$ cat src/rtl/shift_arbiter_if.sv
// -----------------------------------------------------------------------------
// shift_arbiter_if
// Bundles the requester-facing handshake signals and the shared-shifter port
// signals of shift_arbiter.
//
// Handshake semantics (both requesters): REQx acts as "valid". It is held
// high with INx/SHFTx/SELx/ARITHx stable until ACKx is seen. ACKx is a
// one-cycle "done" pulse, and RESULT is valid in that same cycle. There is no
// separate ready: a request simply waits in REQx until the arbiter grants it.
// A REQx still high when the arbiter returns to idle counts as a new request.
//
// Modports
//   master : requester side plus shifter output (drives REQ/IN/SHFT/SEL/ARITH,
//            SH_OUT; observes ACK/RESULT/BUSY/SH_*)
//   slave  : the arbiter itself
// -----------------------------------------------------------------------------
interface shift_arbiter_if;
   logic        REQ0;
   logic        REQ1;
   logic [31:0] IN0;
   logic [31:0] IN1;
   logic [4:0]  SHFT0;
   logic [4:0]  SHFT1;
   logic [1:0]  SEL0;
   logic [1:0]  SEL1;
   logic        ARITH0;
   logic        ARITH1;
   logic        ACK0;
   logic        ACK1;
   logic [31:0] RESULT;
   logic        BUSY;
   logic [31:0] SH_IN;
   logic [4:0]  SH_SHFT;
   logic [1:0]  SH_SEL;
   logic        SH_ARITH;
   logic [31:0] SH_OUT;

   modport master (
      output REQ0, REQ1, IN0, IN1, SHFT0, SHFT1, SEL0, SEL1, ARITH0, ARITH1,
      output SH_OUT,
      input  ACK0, ACK1, RESULT, BUSY, SH_IN, SH_SHFT, SH_SEL, SH_ARITH
   );

   modport slave (
      input  REQ0, REQ1, IN0, IN1, SHFT0, SHFT1, SEL0, SEL1, ARITH0, ARITH1,
      input  SH_OUT,
      output ACK0, ACK1, RESULT, BUSY, SH_IN, SH_SHFT, SH_SEL, SH_ARITH
   );
endinterface

$ cat src/rtl/shift_arbiter.sv
// -----------------------------------------------------------------------------
// shift_arbiter
// Round-robin arbiter and sequencer that shares one external combinational
// 32-bit barrel shifter between two requesters. A granted request has its
// operands registered onto SH_*. The shifter output is captured one cycle
// later into RESULT, and the winner receives a one-cycle ACK.
//
// Ports
//   CLK      : clock, rising edge
//   N_RST    : asynchronous active-low reset
//   bus      : shift_arbiter_if.slave (requests, ACK/RESULT/BUSY, shifter port)
//   state_o  : FSM state (0 = IDLE, 1 = SHIFT, 2 = RESP), for observation
//   grant_o  : requester currently granted
//   last_o   : requester served most recently (round-robin pointer)
// -----------------------------------------------------------------------------
module shift_arbiter (
   input  logic            CLK,
   input  logic            N_RST,
   shift_arbiter_if.slave  bus,
   output logic [1:0]      state_o,
   output logic            grant_o,
   output logic            last_o
);

   typedef enum logic [1:0] {
      IDLE  = 2'd0,
      SHIFT = 2'd1,
      RESP  = 2'd2
   } state_e;

   state_e      state_q,    state_d;
   logic        grant_q,    grant_d;
   logic        last_q,     last_d;
   logic        ack0_q,     ack0_d;
   logic        ack1_q,     ack1_d;
   logic [31:0] result_q,   result_d;
   logic [31:0] sh_in_q,    sh_in_d;
   logic [4:0]  sh_shft_q,  sh_shft_d;
   logic [1:0]  sh_sel_q,   sh_sel_d;
   logic        sh_arith_q, sh_arith_d;

   logic        any_req;
   logic        winner;
   logic [31:0] win_in;
   logic [4:0]  win_shft;
   logic [1:0]  win_sel;
   logic        win_arith;

   // On a tie, the requester that was not served last wins. With a single
   // request pending, REQ1 alone selects requester 1.
   assign any_req   = bus.REQ0 | bus.REQ1;
   assign winner    = (bus.REQ0 & bus.REQ1) ? ~last_q : bus.REQ1;
   assign win_in    = winner ? bus.IN1    : bus.IN0;
   assign win_shft  = winner ? bus.SHFT1  : bus.SHFT0;
   assign win_sel   = winner ? bus.SEL1   : bus.SEL0;
   assign win_arith = winner ? bus.ARITH1 : bus.ARITH0;

   always_ff @(posedge CLK or negedge N_RST) begin
      if (!N_RST) begin
         state_q    <= IDLE;
         grant_q    <= 1'b0;
         last_q     <= 1'b1;
         ack0_q     <= 1'b0;
         ack1_q     <= 1'b0;
         result_q   <= 32'd0;
         sh_in_q    <= 32'd0;
         sh_shft_q  <= 5'd0;
         sh_sel_q   <= 2'd0;
         sh_arith_q <= 1'b0;
      end else begin
         state_q    <= state_d;
         grant_q    <= grant_d;
         last_q     <= last_d;
         ack0_q     <= ack0_d;
         ack1_q     <= ack1_d;
         result_q   <= result_d;
         sh_in_q    <= sh_in_d;
         sh_shft_q  <= sh_shft_d;
         sh_sel_q   <= sh_sel_d;
         sh_arith_q <= sh_arith_d;
      end
   end

   always_comb begin
      state_d    = state_q;
      grant_d    = grant_q;
      last_d     = last_q;
      ack0_d     = 1'b0;
      ack1_d     = 1'b0;
      result_d   = result_q;
      sh_in_d    = sh_in_q;
      sh_shft_d  = sh_shft_q;
      sh_sel_d   = sh_sel_q;
      sh_arith_d = sh_arith_q;

      case (state_q)
         IDLE: begin
            if (any_req) begin
               grant_d    = winner;
               sh_in_d    = win_in;
               sh_shft_d  = win_shft;
               sh_sel_d   = win_sel;
               // The shifter must never see a left shift with ARITH set.
               sh_arith_d = (win_sel == 2'd0) ? 1'b0 : win_arith;
               state_d    = SHIFT;
            end
         end
         SHIFT: begin
            result_d = bus.SH_OUT;
            ack0_d   = ~grant_q;
            ack1_d   = grant_q;
            last_d   = grant_q;
            state_d  = RESP;
         end
         RESP: begin
            // Requests are not sampled here; ACKs fall back to 0 by default.
            state_d = IDLE;
         end
         default: begin
            state_d = IDLE;
         end
      endcase
   end

   assign bus.ACK0     = ack0_q;
   assign bus.ACK1     = ack1_q;
   assign bus.RESULT   = result_q;
   assign bus.BUSY     = (state_q != IDLE);
   assign bus.SH_IN    = sh_in_q;
   assign bus.SH_SHFT  = sh_shft_q;
   assign bus.SH_SEL   = sh_sel_q;
   assign bus.SH_ARITH = sh_arith_q;

   assign state_o = state_q;
   assign grant_o = grant_q;
   assign last_o  = last_q;

endmodule

$ cat src/flat_wrapper.sv
// flat-port wrapper written by rule: the top's interface ports become plain ports
module shift_arbiter_flat 
  (CLK, N_RST, state_o, grant_o, last_o, bus_REQ0, bus_REQ1, bus_IN0, bus_IN1, bus_SHFT0, bus_SHFT1, bus_SEL0, bus_SEL1, bus_ARITH0, bus_ARITH1, bus_SH_OUT, bus_ACK0, bus_ACK1, bus_RESULT, bus_BUSY, bus_SH_IN, bus_SH_SHFT, bus_SH_SEL, bus_SH_ARITH);
  shift_arbiter_if bus_i ();
  input  logic CLK;
  input  logic N_RST;
  output logic [1:0] state_o;
  output logic grant_o;
  output logic last_o;
  input wire logic [$bits(bus_i.REQ0)-1:0] bus_REQ0;
  input wire logic [$bits(bus_i.REQ1)-1:0] bus_REQ1;
  input wire logic [$bits(bus_i.IN0)-1:0] bus_IN0;
  input wire logic [$bits(bus_i.IN1)-1:0] bus_IN1;
  input wire logic [$bits(bus_i.SHFT0)-1:0] bus_SHFT0;
  input wire logic [$bits(bus_i.SHFT1)-1:0] bus_SHFT1;
  input wire logic [$bits(bus_i.SEL0)-1:0] bus_SEL0;
  input wire logic [$bits(bus_i.SEL1)-1:0] bus_SEL1;
  input wire logic [$bits(bus_i.ARITH0)-1:0] bus_ARITH0;
  input wire logic [$bits(bus_i.ARITH1)-1:0] bus_ARITH1;
  input wire logic [$bits(bus_i.SH_OUT)-1:0] bus_SH_OUT;
  output wire logic [$bits(bus_i.ACK0)-1:0] bus_ACK0;
  output wire logic [$bits(bus_i.ACK1)-1:0] bus_ACK1;
  output wire logic [$bits(bus_i.RESULT)-1:0] bus_RESULT;
  output wire logic [$bits(bus_i.BUSY)-1:0] bus_BUSY;
  output wire logic [$bits(bus_i.SH_IN)-1:0] bus_SH_IN;
  output wire logic [$bits(bus_i.SH_SHFT)-1:0] bus_SH_SHFT;
  output wire logic [$bits(bus_i.SH_SEL)-1:0] bus_SH_SEL;
  output wire logic [$bits(bus_i.SH_ARITH)-1:0] bus_SH_ARITH;
  assign bus_i.REQ0 = bus_REQ0;
  assign bus_i.REQ1 = bus_REQ1;
  assign bus_i.IN0 = bus_IN0;
  assign bus_i.IN1 = bus_IN1;
  assign bus_i.SHFT0 = bus_SHFT0;
  assign bus_i.SHFT1 = bus_SHFT1;
  assign bus_i.SEL0 = bus_SEL0;
  assign bus_i.SEL1 = bus_SEL1;
  assign bus_i.ARITH0 = bus_ARITH0;
  assign bus_i.ARITH1 = bus_ARITH1;
  assign bus_i.SH_OUT = bus_SH_OUT;
  assign bus_ACK0 = bus_i.ACK0;
  assign bus_ACK1 = bus_i.ACK1;
  assign bus_RESULT = bus_i.RESULT;
  assign bus_BUSY = bus_i.BUSY;
  assign bus_SH_IN = bus_i.SH_IN;
  assign bus_SH_SHFT = bus_i.SH_SHFT;
  assign bus_SH_SEL = bus_i.SH_SEL;
  assign bus_SH_ARITH = bus_i.SH_ARITH;
  shift_arbiter u_core (.CLK(CLK), .N_RST(N_RST), .bus(bus_i), .state_o(state_o), .grant_o(grant_o), .last_o(last_o));
endmodule
$ cat config.mk
export PLATFORM = sky130hd
export DESIGN_NAME = shift_arbiter_flat
export DESIGN_NICKNAME = d
export VERILOG_FILES = /design/src/rtl/shift_arbiter_if.sv /design/src/rtl/shift_arbiter.sv /design/src/flat_wrapper.sv
export SDC_FILE = /design/constraint.sdc
export NUM_CORES = 1
export LEC_CHECK = 0
export ABC_AREA = 1
export CORE_UTILIZATION = 38
export CTS_CLUSTER_SIZE = 30
export DETAILED_ROUTE_END_ITERATION = 8
export GPL_TIMING_DRIVEN = 0
export PLACE_DENSITY_LB_ADDON = 0.2
export RECOVER_POWER = 25
export SYNTH_ARGS = -nofsm -noshare
export SYNTH_HDL_FRONTEND = slang
export SYNTH_SLANG_ARGS = --single-unit
$ cat constraint.sdc
create_clock -name CLK -period 1.8 [get_ports CLK]
set_input_delay 0.54 -clock CLK [delete_from_list [all_inputs] [get_ports CLK]]
set_output_delay 0.54 -clock CLK [all_outputs]
set_load 0.02 [all_outputs]
==> metrics.txt, run 1 <==
Slew HR=52.6%; global routing usage on met3=6.84%; worst-margin pin slew=0.711 ns; fin util=65.8%; # IOs=195; Reg-to-Reg Start=u_core.last_o; vias in the first global route=3302; Final Hold Fails=0; fmax=577 MHz; number of synthesized register bits=78; # setup viols final=0; status=complete, no violations; Pwr Density=1650 nW/µm²; syn_nets=498; CP peak stage delay=0.55 ns; # DRC=0; Std-Cell Rows=33; CP delay by family, top=flip-flops; CTS clock-pin slew for the worst setup and hold paths=0.08 ns; Finished Cell Area=5440 µm²; Crit. End Element=primary output; CP max-delay cell=dfstp_2; Syn. warnings=0; Worst Clk Skew=0.00778 ns; worst r2r dst=u_core.bus.SH_ARITH; Post-Synthesis Cells=382; remaining antenna violation count=0; routing usage on met2=39.7%; Final HPWL DP=7490 µm; Layout Cells excl Fill=697; largest net degree at the start of global routing=52; Port Buffer Count=194; clk root buf=clkbuf_8; worst hold path type=in -> async; Filler cells=726; vias after detailed routing=3265; Final Cycle Share=96.3%; CP max FO=3; diode count=0; Fin Hold WS=0.240 ns; startpoint types=flip-flop; H-tree depth=3; Max VDD drop=0.750 mV; die span in y=94.7 µm; share of layout cells above drive strength 1=7.09%; max-cap check violation count=0; crit path DAT=1.19 ns; placed inst area=5360 µm²; Netlist cell types=16; total core area=8260 µm²; Initial Util=39.5%; Max Slew Vio Count=0; Worst Reg-to-Reg Cells=8; met1 usage=25.5%; Area growth syn-to-layout=66.5%; count of hold-fix buffers inserted at cts=0; r2r setup slk=0.30 ns; Layout Nets=704; CTS max path bufs=2; worst skew pair latency=0.34 ns; Most Crowded Layer GR=met2; worst path bufs/invs=1; Avg Cell Area, Syn=8.55 µm²; Starting DRT DRC Count=80; cell total after placement=682; number of CTS-inserted buffers=9; Worst Path Class, Setup=reg -> out; wirelength, routed=10000 µm; die width=94.7 µm; first-pass GRT wire length=15500 µm; RSZ-0062 raised after global routing=false; gpl congestion=0.739; synthesized area=3270 µm²; routed len/inst=14.3 µm; Initial DRT Pass Iterations=4; CP cell instances=clkdlybuf4s15_1; buffer count from post-CTS setup fixing=0; Fin Setup TNS=0 ns; via/cell ratio=4.68; Req. time, crit path=1.26 ns; Levels on crit path=1; register area share after synthesis=59.8%; clock sink count=78; Final min period=1.73 ns; crit path capture=last_o; die area=8970 µm²; GR Overflow Total=0; initial antenna violation count=0; most common cell after layout, fill and taps aside=nand2_1; crit path from=u_core.last_o; CTS tree=built; most frequent cells in the layout=nand2_1, clkdlybuf4s50_1, dlygate4sd2_1, dfrtp_1, o21ai_1; leakage=0.00270 µW; GRT Total Usage=22.5%
[worst reg2reg max path, stage by stage (launching register included)]
cell and delay [ns]:
dfstp_2 0.55, nand2_1 0.09, nand2_1 0.15, buf_2 0.25, nand2_1 0.08, nand3_1 0.11, nand2_1 0.07, nand2_1 0.06
nand2_1 0.05
[report_power, final]
group	internal [µW]	switching (µW)
clock	667	608
sequential	2630	425
combinational	1780	2850
[worst min path at each step]
stage / startpoint / endpoint
3_3_place_gp: u_core.bus.RESULT[31] / u_core.bus.RESULT[31]
4_1_cts: N_RST / u_core.bus.SH_IN[6]
3_5_place_dp: u_core.bus.RESULT[16] / u_core.bus.RESULT[16]
6_report: N_RST / u_core.bus.SH_IN[6]
5_1_grt: N_RST / u_core.bus.SH_IN[6]
2_1_floorplan: N_RST / u_core.bus.ACK0
[kinds of logic after synthesis]
family	count (synthesis)	share of synthesized area [%]
buffers and inverters	31	5.40
AO/OA/AOI/OAI	75	11.5
AND/OR/NAND/NOR	198	23.3
flip-flops	78	59.8
[registers in the layout (all words and copies together) (netlist names)]
name	flops
u_core.bus.ACK0	1
u_core.bus.ACK1	1
u_core.bus.RESULT	32
u_core.bus.SH_ARITH	1
u_core.bus.SH_IN	32
u_core.bus.SH_SEL	2
u_core.bus.SH_SHFT	5
u_core.grant_o	1
u_core.last_o	1
u_core.state_o	2
[routing by layer]
layer  wire, µm  share of wire [%]
met1       3990                 40
met2       4900                 49
met3        981                9.8
met4        125                1.3
met5          0                  0
[stage by stage]
step           setup slack, ns  power [µW]
6_report                0.0664        8960
5_1_grt                0.00463        9630
4_1_cts                 0.0290        9070
3_5_place_dp            -0.174        8400
3_3_place_gp             -2.63        8260
2_1_floorplan            0.383        5800
[synthesized netlist by cell type]
master / count / area [µm²]
inv_2: 3 / 11.3
nor2_4: 1 / 11.3
dfstp_2: 1 / 26.3
buf_4: 5 / 37.5
nor2_2: 1 / 6.26
dfrtp_1: 77 / 1930
o21ai_1: 46 / 230
inv_1: 6 / 22.5
clkbuf_1: 4 / 15.0
buf_6: 4 / 45.0
o21ai_0: 29 / 145
nor2_1: 42 / 158
nand3b_1: 1 / 7.51
nand2_1: 150 / 563
buf_2: 9 / 45.0
nand3_1: 3 / 15.0
[layout make-up]
cell class	count	area (µm²)	area share, %
Clock inverter	4	47.5	0.875
Multi-Input combinational cell	273	1140	20.9
Clock buffer	11	141	2.60
Inverter	9	33.8	0.621
Sequential cell	78	1950	35.9
Tap cell	105	131	2.42
Buffer	22	144	2.65
Timing Repair Buffer	195	1850	34.0
[repair_timing]
action / CTS / global route
endpoints found under the setup margin: 79 / 1
resized for setup: 82 / 2
pin swaps: 0 / 0
gates cloned: 0 / 0
Power figures use the tool's default switching activity.
==> run 2: changes to the inputs <==
--- a/config.mk
+++ b/config.mk
@@ -6,7 +6,7 @@
 export NUM_CORES = 1
 export LEC_CHECK = 0
 export ABC_AREA = 1
-export CORE_UTILIZATION = 38
+export CORE_UTILIZATION = 34
 export CTS_CLUSTER_SIZE = 30
 export DETAILED_ROUTE_END_ITERATION = 8
 export GPL_TIMING_DRIVEN = 0
==> constraint.sdc (replaced) <==
create_clock -name CLK -period 1.4 [get_ports CLK]
set_input_delay 0.42 -clock CLK [delete_from_list [all_inputs] [get_ports CLK]]
set_output_delay 0.42 -clock CLK [all_outputs]
set_load 0.02 [all_outputs]
==> run 2 against run 1 <==
Effect of this change:
- the flow now finishes with violations (negative setup slack)
- utilization shrank 8.2 points
- worst setup slack lost 0.14 ns
- sequential share of layout area grew 0.60 points
- clock-buffer cell count is the same
- flip-flop and latch count is the same
- final cell count grew 4.2%
- power grew 31%
- critical path depth is the same
- clock skew is essentially flat
- clock power grew 49%
- critical endpoint unchanged
- largest cell class is now registers
==> metrics.txt, run 2 (same netlist as run 1, synthesis figures left out) <==
RSZ-0062 raised after global routing=true (was false); fmax=680 MHz; cell total after placement=706 (was 682); CP peak stage delay=0.58 ns (was 0.55 ns); largest net degree at the start of global routing=41 (was 52); most common cell after layout, fill and taps aside=nand2_1 (unchanged); clk root buf=clkbuf_8 (unchanged); Layout Nets=709 (was 704); status=finished with violations (was complete, no violations); die area=10000 µm² (was 8970 µm²); diode count=0 (unchanged); H-tree depth=3 (unchanged); Worst Path Class, Setup=reg -> out (unchanged); CTS max path bufs=2 (unchanged); Final HPWL DP=7390 µm (was 7490 µm); remaining antenna violation count=0 (unchanged); Max VDD drop=1.07 mV (was 0.750 mV); Req. time, crit path=0.98 ns (was 1.26 ns); vias after detailed routing=3329 (was 3265); die span in y=100 µm (was 94.7 µm); CP delay by family, top=flip-flops (unchanged); r2r setup slk=0.01 ns (was 0.30 ns); worst-margin pin slew=1.04 ns (was 0.711 ns); # IOs=195 (unchanged); Reg-to-Reg Start=u_core.last_o (unchanged); # setup viols final=2 (was 0); crit path from=u_core.last_o (unchanged); CTS clock-pin slew for the worst setup and hold paths=0.08 ns (about the same); Layout Cells excl Fill=726 (was 697); Crit. End Element=primary output (unchanged); total core area=9280 µm² (was 8260 µm²); Reg power frac=33.6% (was 34.1%); Initial DRT Pass Iterations=5 (was 4); gpl congestion=0.761 (was 0.739); Area growth syn-to-layout=63.8% (was 66.5%); Slew HR=30.6% (was 52.6%); Port Buffer Count=194 (unchanged); die width=100 µm (was 94.7 µm); worst skew pair latency=0.35 ns (was 0.34 ns); startpoint types=flip-flop (unchanged); Initial Util=35.2% (was 39.5%); Clock power frac=16.1% (was 14.2%); vias in the first global route=3209 (was 3302); wirelength, routed=10200 µm (was 10000 µm); Std-Cell Rows=35 (was 33); via/cell ratio=4.59 (was 4.68); GRT Total Usage=20.4% (was 22.5%); CP cell instances=buf_6 (was clkdlybuf4s15_1); Worst Clk Skew=0.00766 ns (was 0.00778 ns); CTS tree=built (unchanged); GR Overflow Total=0 (unchanged); # DRC=0 (unchanged); Fin Hold WS=0.239 ns (was 0.240 ns); worst path bufs/invs=1 (unchanged); post-route setup slack=-0.0714 ns (was 0.0664 ns); Psw=5100 µW (was 3880 µW); Pwr Density=2200 nW/µm² (was 1650 nW/µm²); Worst Reg-to-Reg Cells=7 (was 8); leakage=0.00267 µW (was 0.00270 µW); failing checks=negative setup slack; worst hold path type=in -> async (unchanged); Starting DRT DRC Count=91 (was 80); Final Cycle Share=105%; Comb power frac=50.3% (was 51.7%); most frequent cells in the layout=nand2_1, clkdlybuf4s50_1, buf_2 (was nand2_1, clkdlybuf4s50_1, dlygate4sd2_1, dfrtp_1, o21ai_1); clock sink count=78 (unchanged); Int Power=6650 µW (was 5080 µW); number of CTS-inserted buffers=9 (unchanged); routed len/inst=14.0 µm (was 14.3 µm); Max Slew Vio Count=0 (unchanged); Final Hold Fails=0 (unchanged); CP max-delay cell=dfstp_2 (unchanged); worst r2r dst=u_core.bus.SH_IN[17] (was u_core.bus.SH_ARITH); max-cap check violation count=0 (unchanged); Final min period=1.47 ns; share of layout cells above drive strength 1=22.4% (was 7.09%); CP max FO=3 (unchanged); initial antenna violation count=0 (unchanged); count of hold-fix buffers inserted at cts=0 (unchanged); first-pass GRT wire length=15800 µm (was 15500 µm); Switching Fraction=43.4% (was 43.3%); crit path DAT=1.05 ns (was 1.19 ns)
run 2: changes by cell type in the layout (fill, tap and decap cells not counted), sizes merged:
cell and change:
clkbuf +1, bufinv +1, buf +83, dlygate4sd2 -76
clkdlybuf4s15 -2, clkinvlp -1, clkdlybuf4s50 -2, dlymetal6s2s +1
run 2: what timing repair did:
action | CTS | global route
buffers inserted | 3 | 2
gates resized for setup | 331 | 16
setup endpoints to repair | 115 | 71
cloned | 0 | 2
pin swaps | 2 | 5
hold endpoints to repair | 0 | 0
run 2: worst max path at each step:
stage                      endpoint  slack [ns]  cells past startpoint
2_1_floorplan  u_core.bus.SH_IN[10]       0.005                      7
3_3_place_gp   u_core.bus.RESULT[3]       -2.95                      1
3_5_place_dp   u_core.bus.SH_IN[11]       -0.50                      6
4_1_cts        u_core.bus.SH_IN[17]       -0.09                      7
5_1_grt                      last_o        -0.1                      1
6_report                     last_o       -0.07                      1
run 2: final cells by class:
type	instances	area, µm²
inverter	9	33.8
timing repair buffer	201	1650
buffer	21	165
clock inverter	4	70.1
fill	854	3940
clock buffer	11	151
tap	129	161
multi-input combinational	273	1170
sequential	78	1950
run 2: routing by layer:
| layer | track usage (%) | vias to the layer above | part of all wire (%) |
|---|---|---|---|
| li1 | - | 1628 | - |
| met1 | 25.4 | 1540 | 42 |
| met2 | 33.3 | 144 | 47 |
| met3 | 6.27 | 17 | 8.6 |
| met4 | 7.92 | 0 | 1.6 |
| met5 | 0 | - | 0 |
run 2: power groups by stage:
stage / sequential, µW / combinational [µW] / clock (µW)
global route: 4080 / 6480 / 2050
finish: 3950 / 5910 / 1890
floorplan: 5350 / 2120 / 0
CTS: 3950 / 5870 / 1940
global placement: 3960 / 6710 / 0
detailed placement: 4010 / 6810 / 0
run 2: stage by stage:
step / setup TNS, ns / utilization, % / setup WS, ns / instance area, µm² / power (µW)
final: -0.104 / 57.6 / -0.0714 / 5350 / 11700
after global placement: -244.79 / 57.9 / -2.95 / 5370 / 10700
after detailed placement: -17.15 / 58.0 / -0.503 / 5390 / 10800
after global routing: -2.58 / 57.6 / -0.0987 / 5350 / 12600
after CTS: -0.991 / 56.8 / -0.0907 / 5270 / 11800
after floorplan: 0 / - / 0.00477 / 3270 / 7470
==> run 3: changes to the inputs <==
==> constraint.sdc (replaced) <==
create_clock -name CLK -period 1.4 [get_ports CLK]
set_input_delay 0.28 -clock CLK [delete_from_list [all_inputs] [get_ports CLK]]
set_output_delay 0.28 -clock CLK [all_outputs]
set_load 0.02 [all_outputs]
==> run 3 against run 2 <==
Effect of this change:
- the flow now finishes without violations
- fmax grew 5.3%
- utilization grew 4.8 points
- global-route usage grew 0.38 points
- worst hold slack gained 0.18 ns
- via count grew 0.36%
- worst setup slack gained 0.074 ns
- sequential share of layout area shrank 2.8 points
- final cell count grew 1.2%
- combinational power grew 8.5%
- power grew 4.2%
==> metrics.txt, run 3 (same netlist as run 1, synthesis figures left out) <==
Std-Cell Rows=35 (unchanged); status=complete, no violations (was finished with violations); Pwr Density=2110 nW/µm² (was 2200 nW/µm²); Area growth syn-to-layout=77.3% (was 63.8%); CTS tree=built (unchanged); worst skew pair latency=0.35 ns (about the same); routed len/inst=14.0 µm (about the same); crit path DAT=1.63 ns (was 1.05 ns); Max Slew Vio Count=0 (unchanged); CP max FO=6 (was 3); CTS clock-pin slew for the worst setup and hold paths=0.08 ns (about the same); most frequent cells in the layout=nand2_1, clkdlybuf4s50_1, dfrtp_1 (was nand2_1, clkdlybuf4s50_1, buf_2); post-route setup slack=0.00306 ns (was -0.0714 ns); # DRC=0 (unchanged); vias after detailed routing=3341 (was 3329); die span in y=100 µm (unchanged); largest net degree at the start of global routing=41 (unchanged); wirelength, routed=10300 µm (was 10200 µm); RSZ-0062 raised after global routing=true (unchanged); clk root buf=clkbuf_8 (unchanged); worst hold path type=in -> reg (was in -> async); via/cell ratio=4.55 (was 4.59); Max VDD drop=1.21 mV (was 1.07 mV); Finished Cell Area=5790 µm² (was 5350 µm²); max-cap check violation count=0 (unchanged); CTS max path bufs=2 (unchanged); Worst Reg-to-Reg Cells=8 (was 7); Initial DRT Pass Iterations=4 (was 5); placed inst area=5390 µm² (unchanged); H-tree depth=3 (unchanged); Final min period=1.40 ns (was 1.47 ns); Layout Nets=718 (was 709); Worst Clk Skew=0.00777 ns (was 0.00766 ns); gpl congestion=0.761 (unchanged); remaining antenna violation count=0 (unchanged); die width=100 µm (unchanged); leakage=0.00284 µW (was 0.00267 µW); most common cell after layout, fill and taps aside=nand2_1 (unchanged); share of layout cells above drive strength 1=12.2% (was 22.4%); Final Cycle Share=99.8% (was 105%); GRT Total Usage=20.7% (was 20.4%); number of CTS-inserted buffers=9 (unchanged); Place WS=-0.363 ns (was -0.503 ns); first-pass GRT wire length=16100 µm (was 15800 µm); Final Hold Fails=0 (unchanged); initial antenna violation count=0 (unchanged); Crit. End Element=flip-flop (was primary output); startpoint types=flip-flop (unchanged); GR Overflow Total=0 (unchanged); die area=10000 µm² (unchanged); Hold Crit Depth=4; total core area=9280 µm² (unchanged); vias in the first global route=3264 (was 3209); Starting DRT DRC Count=105 (was 91); Initial Util=35.2% (unchanged); clock sink count=78 (unchanged); fmax=716 MHz (was 680 MHz); Slew HR=60.5% (was 30.6%); # IOs=195 (unchanged); # setup viols final=0 (was 2); diode count=0 (unchanged); Worst Path Class, Setup=reg -> reg (was reg -> out); Port Buffer Count=194 (unchanged); worst-margin pin slew=0.592 ns (was 1.04 ns); Final HPWL DP=7390 µm (unchanged); Req. time, crit path=1.63 ns (was 0.98 ns)
run 3: cell types whose count changed in the layout (fill, tap and decap cells not counted), moves of 4 or more:
cell / before / now
dlygate4sd2_1: 1 / 74
buf_6: 8 / 12
buf_2: 82 / 3
nor2_4: 1 / 5
buf_4: 9 / 14
nor2_1: 41 / 34
run 3: what timing repair did:
item,in CTS,in global routing
buffers inserted,3,8
cloned,2,0
resized for setup,119,31
hold buffers,1,0
pin swaps,1,3
hold endpoints to repair,39,0
endpoints found under the setup margin,106,44
run 3: worst max-delay path: stages, from the launching register on:
cell,delay [ns]
dfstp_2,0.54
buf_6,0.10
nand2_4,0.05
nand2_4,0.10
inv_4,0.05
buf_8,0.14
buf_8,0.14
nor2_4,0.10
o21ai_2,0.06
run 3: where the power goes:
group / leakage (µW) / total (µW) / switching, µW / internal (µW)
sequential: 0.000955 / 3930 / 548 / 3380
clock: 0.000115 / 1890 / 805 / 1090
combinational: 0.00177 / 6410 / 3820 / 2600
run 3: through the flow:
| step | std cells | utilization [%] | setup TNS (ns) | total power [µW] | hold slack [ns] |
|---|---|---|---|---|---|
| 5_1_grt | 735 | 62.4 | -0.733 | 13100 | 0.463 |
| 3_3_place_gp | 705 | 57.9 | -227.70 | 10700 | 0.454 |
| 3_5_place_dp | 706 | 58.0 | -11.00 | 10800 | 0.304 |
| 4_1_cts | 727 | 60.8 | -0.106 | 12100 | 0.453 |
| 6_report | 735 | 62.4 | 0 | 12200 | 0.422 |
| 2_1_floorplan | 382 | - | 0 | 7470 | -0.0156 |
run 3: per-layer routing:
layer	wire length, µm	track usage [%]
met5	0	0
met3	928	6.69
met4	163	7.80
met2	4840	34.3
met1	4360	25.4
run 3: path summary, 6_finish.rpt:
kind,start,to,slack [ns]
setup / recovery,u_core.last_o,u_core.bus.SH_IN[15],0.003
hold / removal,bus_REQ1,u_core.bus.SH_SEL[0],0.42
setup reg to reg,u_core.last_o,u_core.bus.SH_IN[15],0.003
hold reg to reg,u_core.bus.RESULT[11],u_core.bus.RESULT[11],0.47
max in group asynchronous,N_RST,u_core.last_o,0.22
min in group asynchronous,N_RST,u_core.bus.SH_IN[3],0.50
run 3: final cells by class:
| class | count | area [µm²] |
|---|---|---|
| multi-input combinational | 273 | 1210 |
| buffer | 22 | 198 |
| clock inverter | 4 | 70.1 |
| clock buffer | 11 | 151 |
| timing repair buffer | 209 | 2010 |
| tap | 129 | 161 |
| sequential | 78 | 1950 |
| fill | 841 | 3490 |
| inverter | 9 | 38.8 |
